File: src/rtl/load_store_unit.sv
// -----------------------------------------------------------------------------
// load_store_unit
//
// Bridges the MEM pipeline stage and a word-wide data_memory. The pipeline
// issues byte/half/word loads and stores; the unit only ever talks to memory
// with aligned full-word reads and writes. Sub-word loads pick a lane out of
// the returned word and sign/zero-extend it. Sub-word stores perform a
// read-modify-write. Misaligned, out-of-range and reserved-encoding accesses
// fault without touching memory.
//
// Ports
//   clock, reset       : clock, asynchronous active-high reset
//   cpu_read[3:0]      : [3] load enable, [2:0] funct3 (LB/LH/LW/LBU/LHU)
//   cpu_write[2:0]     : [2] store enable, [1:0] size (SB/SH/SW)
//   cpu_address        : byte address
//   cpu_writedata      : store data (low byte/half used for SB/SH)
//   cpu_readdata       : registered, extended load result
//   cpu_busywait       : stall request to the pipeline
//   misaligned_fault   : one-cycle pulse for a faulted access
//   mem_read/mem_write : word read/write commands to data_memory
//   mem_address        : word-aligned address
//   mem_writedata      : full word to write
//   mem_readdata       : word returned by data_memory
//   mem_busywait       : memory stall, holds the current state while high
// -----------------------------------------------------------------------------
module load_store_unit #(
  parameter int MEM_BYTES = 40
) (
  input  logic        clock,
  input  logic        reset,
  input  logic [3:0]  cpu_read,
  input  logic [2:0]  cpu_write,
  input  logic [31:0] cpu_address,
  input  logic [31:0] cpu_writedata,
  output logic [31:0] cpu_readdata,
  output logic        cpu_busywait,
  output logic        misaligned_fault,
  output logic [3:0]  mem_read,
  output logic [2:0]  mem_write,
  output logic [31:0] mem_address,
  output logic [31:0] mem_writedata,
  input  logic [31:0] mem_readdata,
  input  logic        mem_busywait
);

  localparam logic [31:0] MEM_LIMIT = 32'(MEM_BYTES);

  typedef enum logic [2:0] {
    IDLE     = 3'd0,
    LD_REQ   = 3'd1,
    ST_READ  = 3'd2,
    ST_WRITE = 3'd3,
    DONE     = 3'd4
  } state_t;

  state_t      state_q, state_d;
  logic [31:0] rdata_q, rdata_d;
  logic        fault_q, fault_d;
  logic        mrd_q, mrd_d;
  logic        mwr_q, mwr_d;
  logic [31:0] maddr_q, maddr_d;
  logic [31:0] mwdata_q, mwdata_d;

  // Request fields captured in IDLE; only what later states need is kept.
  logic [1:0]  lane_q;
  logic [2:0]  funct_q;
  logic [15:0] wdata_q;
  logic        latch_en;

  logic req_ld, req_st, req_any, req_fault;

  // Fault check for a request presented in IDLE.
  function automatic logic check_fault(input logic        is_ld,
                                       input logic [2:0]  f3,
                                       input logic [1:0]  sz,
                                       input logic [31:0] a);
    logic bad;
    bad = 1'b0;
    if (is_ld) begin
      case (f3)
        3'b000, 3'b100: bad = 1'b0;
        3'b001, 3'b101: bad = a[0];
        3'b010:         bad = |a[1:0];
        default:        bad = 1'b1;
      endcase
    end else begin
      case (sz)
        2'b00:   bad = 1'b0;
        2'b01:   bad = a[0];
        2'b10:   bad = |a[1:0];
        default: bad = 1'b1;
      endcase
    end
    // Range uses the last byte of the containing word so any lane past the
    // end of memory faults, regardless of access size.
    if ({a[31:2], 2'b11} >= MEM_LIMIT) bad = 1'b1;
    return bad;
  endfunction

  // Lane extraction with sign or zero extension for loads.
  function automatic logic [31:0] load_extend(input logic [31:0] word,
                                              input logic [1:0]  lane,
                                              input logic [2:0]  f3);
    logic [31:0]        byte_sh, half_sh;
    logic signed [7:0]  b_s;
    logic signed [15:0] h_s;
    logic signed [31:0] ext_s;
    byte_sh = word >> {lane, 3'b000};
    half_sh = word >> {lane[1], 4'b0000};
    b_s     = byte_sh[7:0];
    h_s     = half_sh[15:0];
    case (f3)
      3'b000:  ext_s = b_s;
      3'b001:  ext_s = h_s;
      3'b100:  ext_s = {24'h0, byte_sh[7:0]};
      3'b101:  ext_s = {16'h0, half_sh[15:0]};
      default: ext_s = word;
    endcase
    return ext_s;
  endfunction

  // Replace the addressed byte or half of the read word with store data.
  function automatic logic [31:0] store_merge(input logic [31:0] word,
                                              input logic [15:0] wd,
                                              input logic [1:0]  lane,
                                              input logic        is_half);
    logic [31:0] w;
    w = word;
    if (is_half) begin
      if (lane[1]) w[31:16] = wd;
      else         w[15:0]  = wd;
    end else begin
      case (lane)
        2'd0: w[7:0]   = wd[7:0];
        2'd1: w[15:8]  = wd[7:0];
        2'd2: w[23:16] = wd[7:0];
        2'd3: w[31:24] = wd[7:0];
        default: w = word;
      endcase
    end
    return w;
  endfunction

  // Exactly one of load/store enables forms a request; both or neither is a no-op.
  assign req_ld    = cpu_read[3] & ~cpu_write[2];
  assign req_st    = cpu_write[2] & ~cpu_read[3];
  assign req_any   = req_ld | req_st;
  assign req_fault = check_fault(req_ld, cpu_read[2:0], cpu_write[1:0], cpu_address);

  always_comb begin
    state_d      = state_q;
    rdata_d      = rdata_q;
    fault_d      = 1'b0;
    mrd_d        = mrd_q;
    mwr_d        = mwr_q;
    maddr_d      = maddr_q;
    mwdata_d     = mwdata_q;
    latch_en     = 1'b0;
    cpu_busywait = 1'b0;
    case (state_q)
      IDLE: begin
        if (req_any) begin
          cpu_busywait = 1'b1;
          latch_en     = 1'b1;
          if (req_fault) begin
            state_d = DONE;
            fault_d = 1'b1;
            if (req_ld) rdata_d = 32'h0;
          end else begin
            maddr_d = {cpu_address[31:2], 2'b00};
            if (req_ld) begin
              state_d = LD_REQ;
              mrd_d   = 1'b1;
            end else if (cpu_write[1:0] == 2'b10) begin
              state_d  = ST_WRITE;
              mwr_d    = 1'b1;
              mwdata_d = cpu_writedata;
            end else begin
              state_d = ST_READ;
              mrd_d   = 1'b1;
            end
          end
        end
      end
      LD_REQ: begin
        cpu_busywait = 1'b1;
        if (!mem_busywait) begin
          rdata_d = load_extend(mem_readdata, lane_q, funct_q);
          mrd_d   = 1'b0;
          state_d = DONE;
        end
      end
      ST_READ: begin
        cpu_busywait = 1'b1;
        if (!mem_busywait) begin
          mwdata_d = store_merge(mem_readdata, wdata_q, lane_q, funct_q[0]);
          mrd_d    = 1'b0;
          mwr_d    = 1'b1;
          state_d  = ST_WRITE;
        end
      end
      ST_WRITE: begin
        cpu_busywait = 1'b1;
        if (!mem_busywait) begin
          mwr_d   = 1'b0;
          state_d = DONE;
        end
      end
      DONE: begin
        // Unconditional return so an unchanged request is serviced once per pass.
        state_d = IDLE;
      end
      default: state_d = IDLE;
    endcase
  end

  always_ff @(posedge clock or posedge reset) begin
    if (reset) begin
      state_q  <= IDLE;
      rdata_q  <= 32'h0;
      fault_q  <= 1'b0;
      mrd_q    <= 1'b0;
      mwr_q    <= 1'b0;
      maddr_q  <= 32'h0;
      mwdata_q <= 32'h0;
    end else begin
      state_q  <= state_d;
      rdata_q  <= rdata_d;
      fault_q  <= fault_d;
      mrd_q    <= mrd_d;
      mwr_q    <= mwr_d;
      maddr_q  <= maddr_d;
      mwdata_q <= mwdata_d;
    end
  end

  always_ff @(posedge clock) begin
    if (latch_en) begin
      lane_q  <= cpu_address[1:0];
      funct_q <= req_ld ? cpu_read[2:0] : {1'b0, cpu_write[1:0]};
      wdata_q <= cpu_writedata[15:0];
    end
  end

  assign cpu_readdata     = rdata_q;
  assign misaligned_fault = fault_q;
  assign mem_read         = mrd_q ? 4'b1010 : 4'b0000;
  assign mem_write        = mwr_q ? 3'b110 : 3'b000;
  assign mem_address      = maddr_q;
  assign mem_writedata    = mwdata_q;

endmodule

File: config.mk
export PLATFORM = sky130hd
export DESIGN_NAME = load_store_unit
export DESIGN_NICKNAME = d
export VERILOG_FILES = /design/src/rtl/load_store_unit.sv
export SDC_FILE = /design/constraint.sdc
export NUM_CORES = 1
export LEC_CHECK = 0
export BUFFER_PORTS_ARGS = -buffer_cell sky130_fd_sc_hd__buf_2
export CORE_ASPECT_RATIO = 0.5
export CORE_MARGIN = 1.5
export CORE_UTILIZATION = 35
export CTS_CLUSTER_SIZE = 16
export DETAILED_ROUTE_END_ITERATION = 8
export PLACE_DENSITY = 0.71
export SLEW_MARGIN = 5
export SYNTH_ARGS = -nofsm -noshare
export SYNTH_HDL_FRONTEND = slang
export SYNTH_SLANG_ARGS = --single-unit
File: constraint.sdc
create_clock -name clock -period 2.72 [get_ports clock]
set_input_delay 0 -clock clock [delete_from_list [all_inputs] [get_ports clock]]
set_output_delay 0 -clock clock [all_outputs]
set_load 0.02 [all_outputs]
* Yosys cells after proc, flatten, opt, wreduce, memory -nomap -nowiden
Index checks and enable logic that the tools add are counted.
** Word-level totals
- Output and inout port bits :: 105
- Bits of input ports :: 106
- Flip-flop bits (word level) :: 121
- Logic and storage cells :: 119
** Operators by class
- Magnitude comparators :: 1
- Reductions and logical operators :: 21
- Bitwise operators :: 6
- Mux-type cells :: 51
- Eq/ne operators :: 27
- Shifts and indexed selects :: 2
** Operator list (count)
- $mux 32 :: 10
- $pmux 32 s2 :: 2
- $pmux 32 s4 :: 1
- $ge 32x6->1 const B :: 1
- $mux 16 :: 2
- $mux 8 :: 4
- $shr 32x5->16 :: 1
- $shr 32x5->8 :: 1
- $ne 2x2->1 const B :: 11
- $mux 1 :: 18
- $mux 3 :: 5
- $eq 3x3->1 const B :: 4
- $reduce_and 5->1 :: 2
- $reduce_or 2->1 :: 5
- $eq 3x1->1 const B :: 3
- $eq 3x2->1 const B :: 3
- $logic_not 3->1 :: 3
- $pmux 1 s3 :: 3
- $pmux 3 s3 :: 1
- $reduce_and 7->1 :: 1
- $eq 2x2->1 const B :: 3
- $reduce_and 3->1 :: 2
- $reduce_and 6->1 :: 1
- $reduce_bool 2->1 :: 3
- other kinds (11) :: 18

* Logic depth before layout (Yosys ltp)
Gate-level depths: netlist of the first run.
- Depth in word-level cells :: 8
- Mapped depth :: 10
- Depth with buffers taken out :: 7

* Worst setup path after synthesis of the first run
No wires, ideal clock.
- Path type :: register to register
- From :: register state_q[0]
- To :: register maddr_q[2] (netlist: mem_address[2])
- Slack :: 0.067 ns
- Clock period less this slack :: 2.653 ns
- Required time :: 2.595 ns
- Arrival :: 2.528 ns
- Path buffers :: 2
- Library setup time :: 0.125 ns
- Cell stages (with the launch flop) :: 7
- Cells stage by stage :: dfrtp_1 > clkbuf_1 > or3_1 > nor2_1 > nand2_1 > buf_2 > mux2_2
** On the way
- Cells in the longest elaborated chain, start to end :: 2
** RTL lines
- start, declared :: RTL line 56 : state_t state_q, state_d;
- start signal, assigned :: RTL line 227 : state_q <= state_d;
- $logic_not 3->1 :: RTL line 160 : case (state_q)
- $reduce_and 3->1 (no line)
- end signal, assigned :: RTL line 232 : maddr_q <= maddr_d;
- end, declared :: RTL line 61 : logic [31:0] maddr_q, maddr_d;
Every way passes these cells.
A chain may end at the register's enable or synchronous reset.

* Worst setup path after layout of the first run
- From :: register state_q[0]
- To :: register rdata_q[7] (netlist: cpu_readdata[7])
** On the way
- Cells in the longest elaborated chain, start to end :: 3
- Elaborated cells on any way between the ends :: 9
- Those cells by class :: 5 x eq/ne; 1 x mux; 3 x reduce/logical
** RTL lines
- $eq 3x1->1 / $logic_not 3->1 (equally long branches) :: RTL line 160
- $ne 2x2->1 (no line) / $reduce_bool 2->1 (equally long branches)
- $reduce_and 5->1 (no line)
- end signal, assigned :: RTL line 228 : rdata_q <= rdata_d;
- end, declared :: RTL line 57 : logic [31:0] rdata_q, rdata_d;
Several ways; a longest one is shown, not always the timed one.

==> results of run 1 <==
==> sequential cells by signal, summed over array words and instances (netlist names) <==
| name | cells |
|---|---|
| mwr_q | 1 |
| mem_address | 30 |
| state_q | 3 |
| misaligned_fault | 1 |
| lane_q | 2 |
| mrd_q | 1 |
| wdata_q | 16 |
| mem_writedata | 32 |
| funct_q | 3 |
| cpu_readdata | 32 |
==> metal layers <==
metal,up-vias,share of wire,global-route usage,wire length (um)
met5,-,0,0,0
li1,2607,-,-,-
met1,2677,0.42,0.253,8130
met2,235,0.49,0.362,9410
met3,43,0.063,0.0509,1220
met4,0,0.024,0.0926,466
==> worst paths after layout <==
| path | to | slack, ns |
|---|---|---|
| min reg2reg | mem_address[27]$_DFFE_PP0P_ | 0.48 |
| min | mem_writedata[24]$_DFFE_PP0P_ | 0.005 |
| min in group asynchronous | mem_address[23]$_DFFE_PP0P_ | 0.40 |
| max | cpu_readdata[7]$_DFFE_PP0P_ | 0.38 |
| max in group asynchronous | mem_address[7]$_DFFE_PP0P_ | 1.51 |
| max reg2reg | cpu_readdata[7]$_DFFE_PP0P_ | 0.38 |
==> stage by stage <==
stage / utilization / hold slack [ns] / instance area, sq um
2_1_floorplan: - / 0.0989 / 6120
3_3_place_gp: 0.437 / 0.192 / 7300
3_5_place_dp: 0.437 / 0.199 / 7300
4_1_cts: 0.513 / 0.000282 / 8580
5_1_grt: 0.514 / 0.0110 / 8590
6_report: 0.514 / 0.00465 / 8590
==> timing repair <==
| action | CTS | global route |
|---|---|---|
| setup buffers | 0 | 0 |
| resized for setup | 0 | 1 |
| hold buffers | 66 | 0 |
| setup endpoints to repair | 0 | 1 |
| hold endpoints to repair | 152 | 0 |
==> power breakdown <==
group          switching (mW)  internal [mW]  leakage [nW]  total [mW]
combinational           0.592          0.402          2.39       0.994
sequential              0.111           1.96          1.59        2.07
clock                   0.861           1.46         0.303        2.32
total                    1.56           3.82          4.29        5.38
==> worst min-delay path, stage by stage <==
cell and delay, ns:
buf_2 0.09, nor2_1 0.04, a21oi_1 0.11, mux2_2 0.15
==> cell families after synthesis <==
| logic type | after synthesis | share of synthesized area |
|---|---|---|
| AO/OA/AOI/OAI | 156 | 0.165 |
| adder cells (fa/ha/maj) | 1 | 0.00205 |
| buffers and inverters | 79 | 0.0592 |
| flip-flops | 121 | 0.513 |
| multiplexers | 66 | 0.118 |
| other | 1 | 0.000614 |
| AND/OR/NAND/NOR | 163 | 0.141 |
==> layout by cell type, fill, tap and decap left out, types with 7 or more instances in the layout <==
master,netlist,final
a21oi_1,61,60
a221oi_1,8,8
a22o_1,17,17
and2_1,28,27
buf_2,4,205
buf_4,10,13
clkbuf_16,0,20
dfrtp_1,100,100
dlygate4sd3_1,0,66
edfxtp_1,21,21
inv_1,30,29
mux2_2,40,40
mux2i_1,25,25
nand2_1,15,15
nand2b_1,20,20
nand3_1,15,15
nand3b_1,9,9
nor2_1,47,47
nor3b_1,9,9
nor4_1,7,7
o21ai_0,42,42
o221ai_1,14,14
==> final cells by class <==
cell class                 instances  area share
sequential                       121       0.365
multi-input combinational        391       0.306
timing repair buffer             285       0.210
clock buffer                      22      0.0603
tap                              227      0.0331
inverter                          30      0.0134
clock inverter                    10      0.0119
==> metrics.md, run 1 <==
| Metric | Value |
|---|---|
| Ys async rst share | `0.826` |
| Post-DP HPWL | `13300 um` |
| I/O Buffers | `205` |
| Worst-skew pair later-pin latency | `0.41 ns` |
| Post-synth EDFFs | `21` |
| Worst vdd ir | `0.000370 V` |
| Crit-path slowest cell | `a21oi_2` |
| Slew @ Worst Pin | `1.12 ns` |
| CTS tree | `built` |
| Initial antenna violation count | `1` |
| Yosys warns | `0` |
| Element type at the critical path start | `flop` |
| Rows | `33` |
| Final RePlAce weighted congestion | `0.931` |
| Final min period | `2.34 ns` |
| PnR worst setup slack | `approximately 0.38 ns` |
| Slowest Stage Delay on Critical Path | `0.49 ns` |
| Tightest Hold Check Type | `input port to flop` |
| RSZ-0062 raised after global routing | `false` |
| Final Power | `around 5.4 mW` |
| Multi-input logic area | `2630 sq um` |
| Synth unique cells | `45` |
| Post-synth top cells | `dfrtp_1, a21oi_1, nor2_1` |
| Remaining DRCs | `0` |
| Max_cap viols | `0` |
| DIE HEIGHT | `96.4 um` |
| H-tree depth | `4` |
| Number of global-route vias before repair | `5445` |
| Reg area | `3130 sq um` |
| Max Fclk | `between 400 and 500 MHz` |
| Buffer and inverter count on the worst path | `0` |
| Final worst path period share | `0.859` |
| 1st-pass router iterations | `5` |
| Synth area leader | `dfrtp_1` |
| Clk_skew | `0.00823 ns` |
| Pwr dens | `627 nW/um^2` |
| Synthesized area | `6100 sq um` |
| Final WL | `about 19000 um` |
| Post-route insts no fill | `~1100` |
| Crit path launch | `state_q[0]$_DFFE_PP0P_` |
| # setup viols final | `0` |
| Vias/cell | `5.12` |
| Post-place setup slack | `0.0827 ns` |
| Rel. slew slack | `0.254` |
| Final Hold Fails | `0` |
| Setup Crit Path Kind | `flop to flop` |
| Worst-path clk slew | `about 0.06 ns` |
| GRT Total Usage | `0.209` |
| Maximum root-to-sink buffer count | `2` |
| Sequential area share after synthesis | `0.513` |
| Leakage | `4.29 nW` |
| Largest net degree at the start of global routing | `87` |
| CTS buffer count | `17` |
| Syn Inst Count | `587` |
| First-pass GRT wire length | `28900 um` |
| Routed WL per cell | `17.7 um` |
| Sink Count | `121` |
| CP required | `3.01 ns` |
| Worst path depth | `5` |
| R2R Path Start | `state_q[0]$_DFFE_PP0P_` |
| Area Growth Syn to Fin | `40.7%` |
| Layout fillers | `1500` |
| Top post-synthesis cells by area | `dfrtp_1, edfxtp_1, mux2_2` |
| Syn Area/Cell | `10.4 sq um` |
| Area fraction of the dominant cell type after synthesis | `0.410` |
| Starting Density | `0.365` |
| TNS Setup | `0 ns` |
| DRT antenna net count | `0` |
| Hold Crit Start | `cpu_writedata[24]` |
| Die Span X | `190 um` |
| Core box area | `16700 sq um` |
| Layout cells sized above 1 | `0.349` |
| Fin nets | `approximately 950` |
| Hold depth | `4` |
| CP Cell Sequence | `or2_2 > o22a_1 > or3_1 > a21oi_2 > mux2_2` |
| Delay-heaviest family, CP | `simple AND/OR/NAND/NOR gates` |
| Placed Cells | `approximately 1000` |
| Flip-flop and latch count after synthesis | `121` |
| CP arrival | `about 2.6 ns` |
| Crit. End Element | `flop` |
| Routed vias | `around 5600` |
| Top FF cell, synth | `dfrtp_1` |
| CTS root buffer | `clkbuf_16` |
| Initial DRC count | `320` |
| Status | `finished, final reports clean` |
| Ports | `211` |
| # diodes | `0` |
| Most numerous cell in the Yosys netlist | `dfrtp_1` |
| Critical Path Fanout Max | `15` |
| Area of the die | `about 18000 sq um` |
| Final slew viol count | `0` |
| GR Overflow Total | `0` |
| Worst reg2reg path depth | `5` |
Power figures use the tool's default switching activity.
==> run 2, diff against run 1 <==
- MAX_ROUTING_LAYER: unset -> met4
==> run 2 against run 1 <==
Count of clock-buffer cells in the layout decreased by 2. Die area stayed put. Register-to-register slack barely moved. Critical path type unchanged. Critical endpoint unchanged. Sequential share of layout area is 0.095 points lower. Cell area up 0.26%. Final cell count grew 0.46%.
==> metrics.md, run 2 (same netlist as run 1, synthesis figures left out) <==
| Metric | Value |
|---|---|
| Most frequent cells in the layout | `buf_2, dfrtp_1, dlygate4sd3_1` |
| Worst-skew pair later-pin latency | `0.41 ns` |
| Most common cell after layout, fill and taps aside | `buf_2` |
| First-pass GRT wire length | `around 29000 um` |
| Initial DRC count | `between 300 and 400` |
| Final WL | `between 15000 and 20000 um` |
| Area of the die | `between 15000 and 20000 sq um` |
| Setup Crit Path Kind | `flop to flop` |
| DIE HEIGHT | `just under 100 um` |
| GRT Total Usage | `0.212` |
| TNS Setup | `0 ns` |
| Final min period | `2.34 ns` |
| Final worst path period share | `0.859` |
| Register-to-register setup slack | `0.38 ns` |
| Die Span X | `190 um` |
| Pwr dens | `~620 nW/um^2` |
| Slew @ Worst Pin | `between 1 and 1.5 ns` |
| Post CTS Setup Buffer Count | `0` |
| CTS buffer count | `17` |
| CP arrival | `around 2.6 ns` |
| GR Overflow Total | `0` |
| Final slew viol count | `0` |
| Vias/cell | `approximately 5` |
| CTS root buffer | `clkbuf_16` |
| Final RePlAce weighted congestion | `around 0.9` |
| Hold Crit Start | `mem_readdata[2]` |
| Hold depth | `3` |
| Max Fclk | `~430 MHz` |
| I/O Buffers | `205` |
| Remaining DRCs | `0` |
| Sink Count | `121` |
| Hold slack | `0.0157 ns` |
| Worst reg2reg path depth | `5` |
| Status | `finished, final reports clean` |
| Layout fillers | `1447` |
| Hold Path End | `cpu_readdata[2]$_DFFE_PP0P_` |
| Routed WL per cell | `17.4 um` |
| Ports | `211` |
| Routed vias | `5601` |
| Crit. End Element | `flop` |
| Initial antenna violation count | `0` |
| Final Hold Fails | `0` |
| CTS tree | `built` |
| Tightest Hold Check Type | `input port to flop` |
| Largest net degree at the start of global routing | `87` |
| Leakage | `between 4 and 5 nW` |
| Fin nets | `957` |
| RSZ-0062 raised after global routing | `false` |
| Clk_skew | `between 0.01 and 0.015 ns` |
| Element type at the critical path start | `flop` |
| Layout cells sized above 1 | `0.350` |
| DRT antenna net count | `0` |
| Worst-path clk slew | `0.06 ns` |
| Core box area | `approximately 17000 sq um` |
| Area Growth Syn to Fin | `41.0%` |
| Rel. slew slack | `0.229` |
| R2R Path Start | `state_q[0]$_DFFE_PP0P_` |
| R2r endpoint | `cpu_readdata[7]$_DFFE_PP0P_` |
| Number of global-route vias before repair | `~5500` |
| Maximum root-to-sink buffer count | `2` |
| CP required | `3.01 ns` |
| Starting Density | `0.365` |
| Post-DP HPWL | `around 13000 um` |
| Rows | `33` |
| Critical Path Fanout Max | `15` |
| H-tree depth | `4` |
| # setup viols final | `0` |
| 1st-pass router iterations | `6` |
| Max_cap viols | `0` |
| Worst vdd ir | `0.000339 V` |
run 2: cell types whose count changed in the layout (fill, tap and decap cells not counted), sizes merged:
| cell | change |
|---|---|
| buf | +1 |
| clkinvlp | +3 |
| clkbuf | -2 |
| clkinv | +1 |
| dlygate4sd3 | +3 |
| inv | -2 |
| diode | +1 |
run 2: how the worst max path moves through the flow:
stage                           start                           to  cells after the start
2_1_floorplan  state_q[0]$_DFFE_PP0P_   mem_address[2]$_DFFE_PP0P_                      6
3_3_place_gp   state_q[0]$_DFFE_PP0P_  cpu_readdata[7]$_DFFE_PP0P_                      5
3_5_place_dp   state_q[0]$_DFFE_PP0P_  cpu_readdata[7]$_DFFE_PP0P_                      5
4_1_cts        state_q[0]$_DFFE_PP0P_  cpu_readdata[7]$_DFFE_PP0P_                      5
5_1_grt        state_q[0]$_DFFE_PP0P_  cpu_readdata[7]$_DFFE_PP0P_                      5
6_report       state_q[0]$_DFFE_PP0P_  cpu_readdata[7]$_DFFE_PP0P_                      5
run 2: routing by layer:
metal	vias to the layer above	track usage	wire length [um]
li1	2618	-	-
met1	2647	0.252	7910
met2	288	0.349	9070
met3	48	0.0509	1410
met4	0	0.0966	545
met5	-	-	0
run 2: layout make-up:
type	count	area [sq um]	share of cell area
clock inverter	12	114	0.0132
inverter	30	115	0.0134
antenna	1	2.50	0.000291
tap	227	284	0.0330
sequential	121	3130	0.364
clock buffer	20	489	0.0568
timing repair buffer	289	1840	0.214
multi-input combinational	391	2630	0.305
run 2: metrics by stage:
stage / util / std cells / cell area (sq um) / worst slack [ns] / power [mW]
after detailed placement: 0.437 / 989 / 7310 / 0.104 / 3.00
after CTS: 0.514 / 1090 / 8600 / 0.0908 / 5.34
after floorplan: - / 591 / 6120 / 0.0673 / 2.69
final: 0.515 / 1091 / 8610 / 0.385 / 5.34
after global placement: 0.437 / 989 / 7310 / 0.187 / 2.99
after global routing: 0.515 / 1090 / 8610 / 0.311 / 5.53
run 2: worst max-delay path, cell delays in order (launching register included):
cell,delay (ns)
dfrtp_1,0.45
or2_2,0.34
o22a_1,0.17
or3_1,0.34
a21oi_2,0.52
mux2_2,0.41
run 2: timing repair:
item | CTS | global route
setup endpoints to repair | 0 | 1
resized for setup | 0 | 1
hold buffers | 69 | 0
hold endpoints to repair | 159 | 0
run 2: where the power goes:
part / total [mW] / internal [mW] / switching [mW]
Sequential: 2.05 / 1.96 / 0.0904
Combinational: 1.02 / 0.408 / 0.614
Clock: 2.26 / 1.40 / 0.867
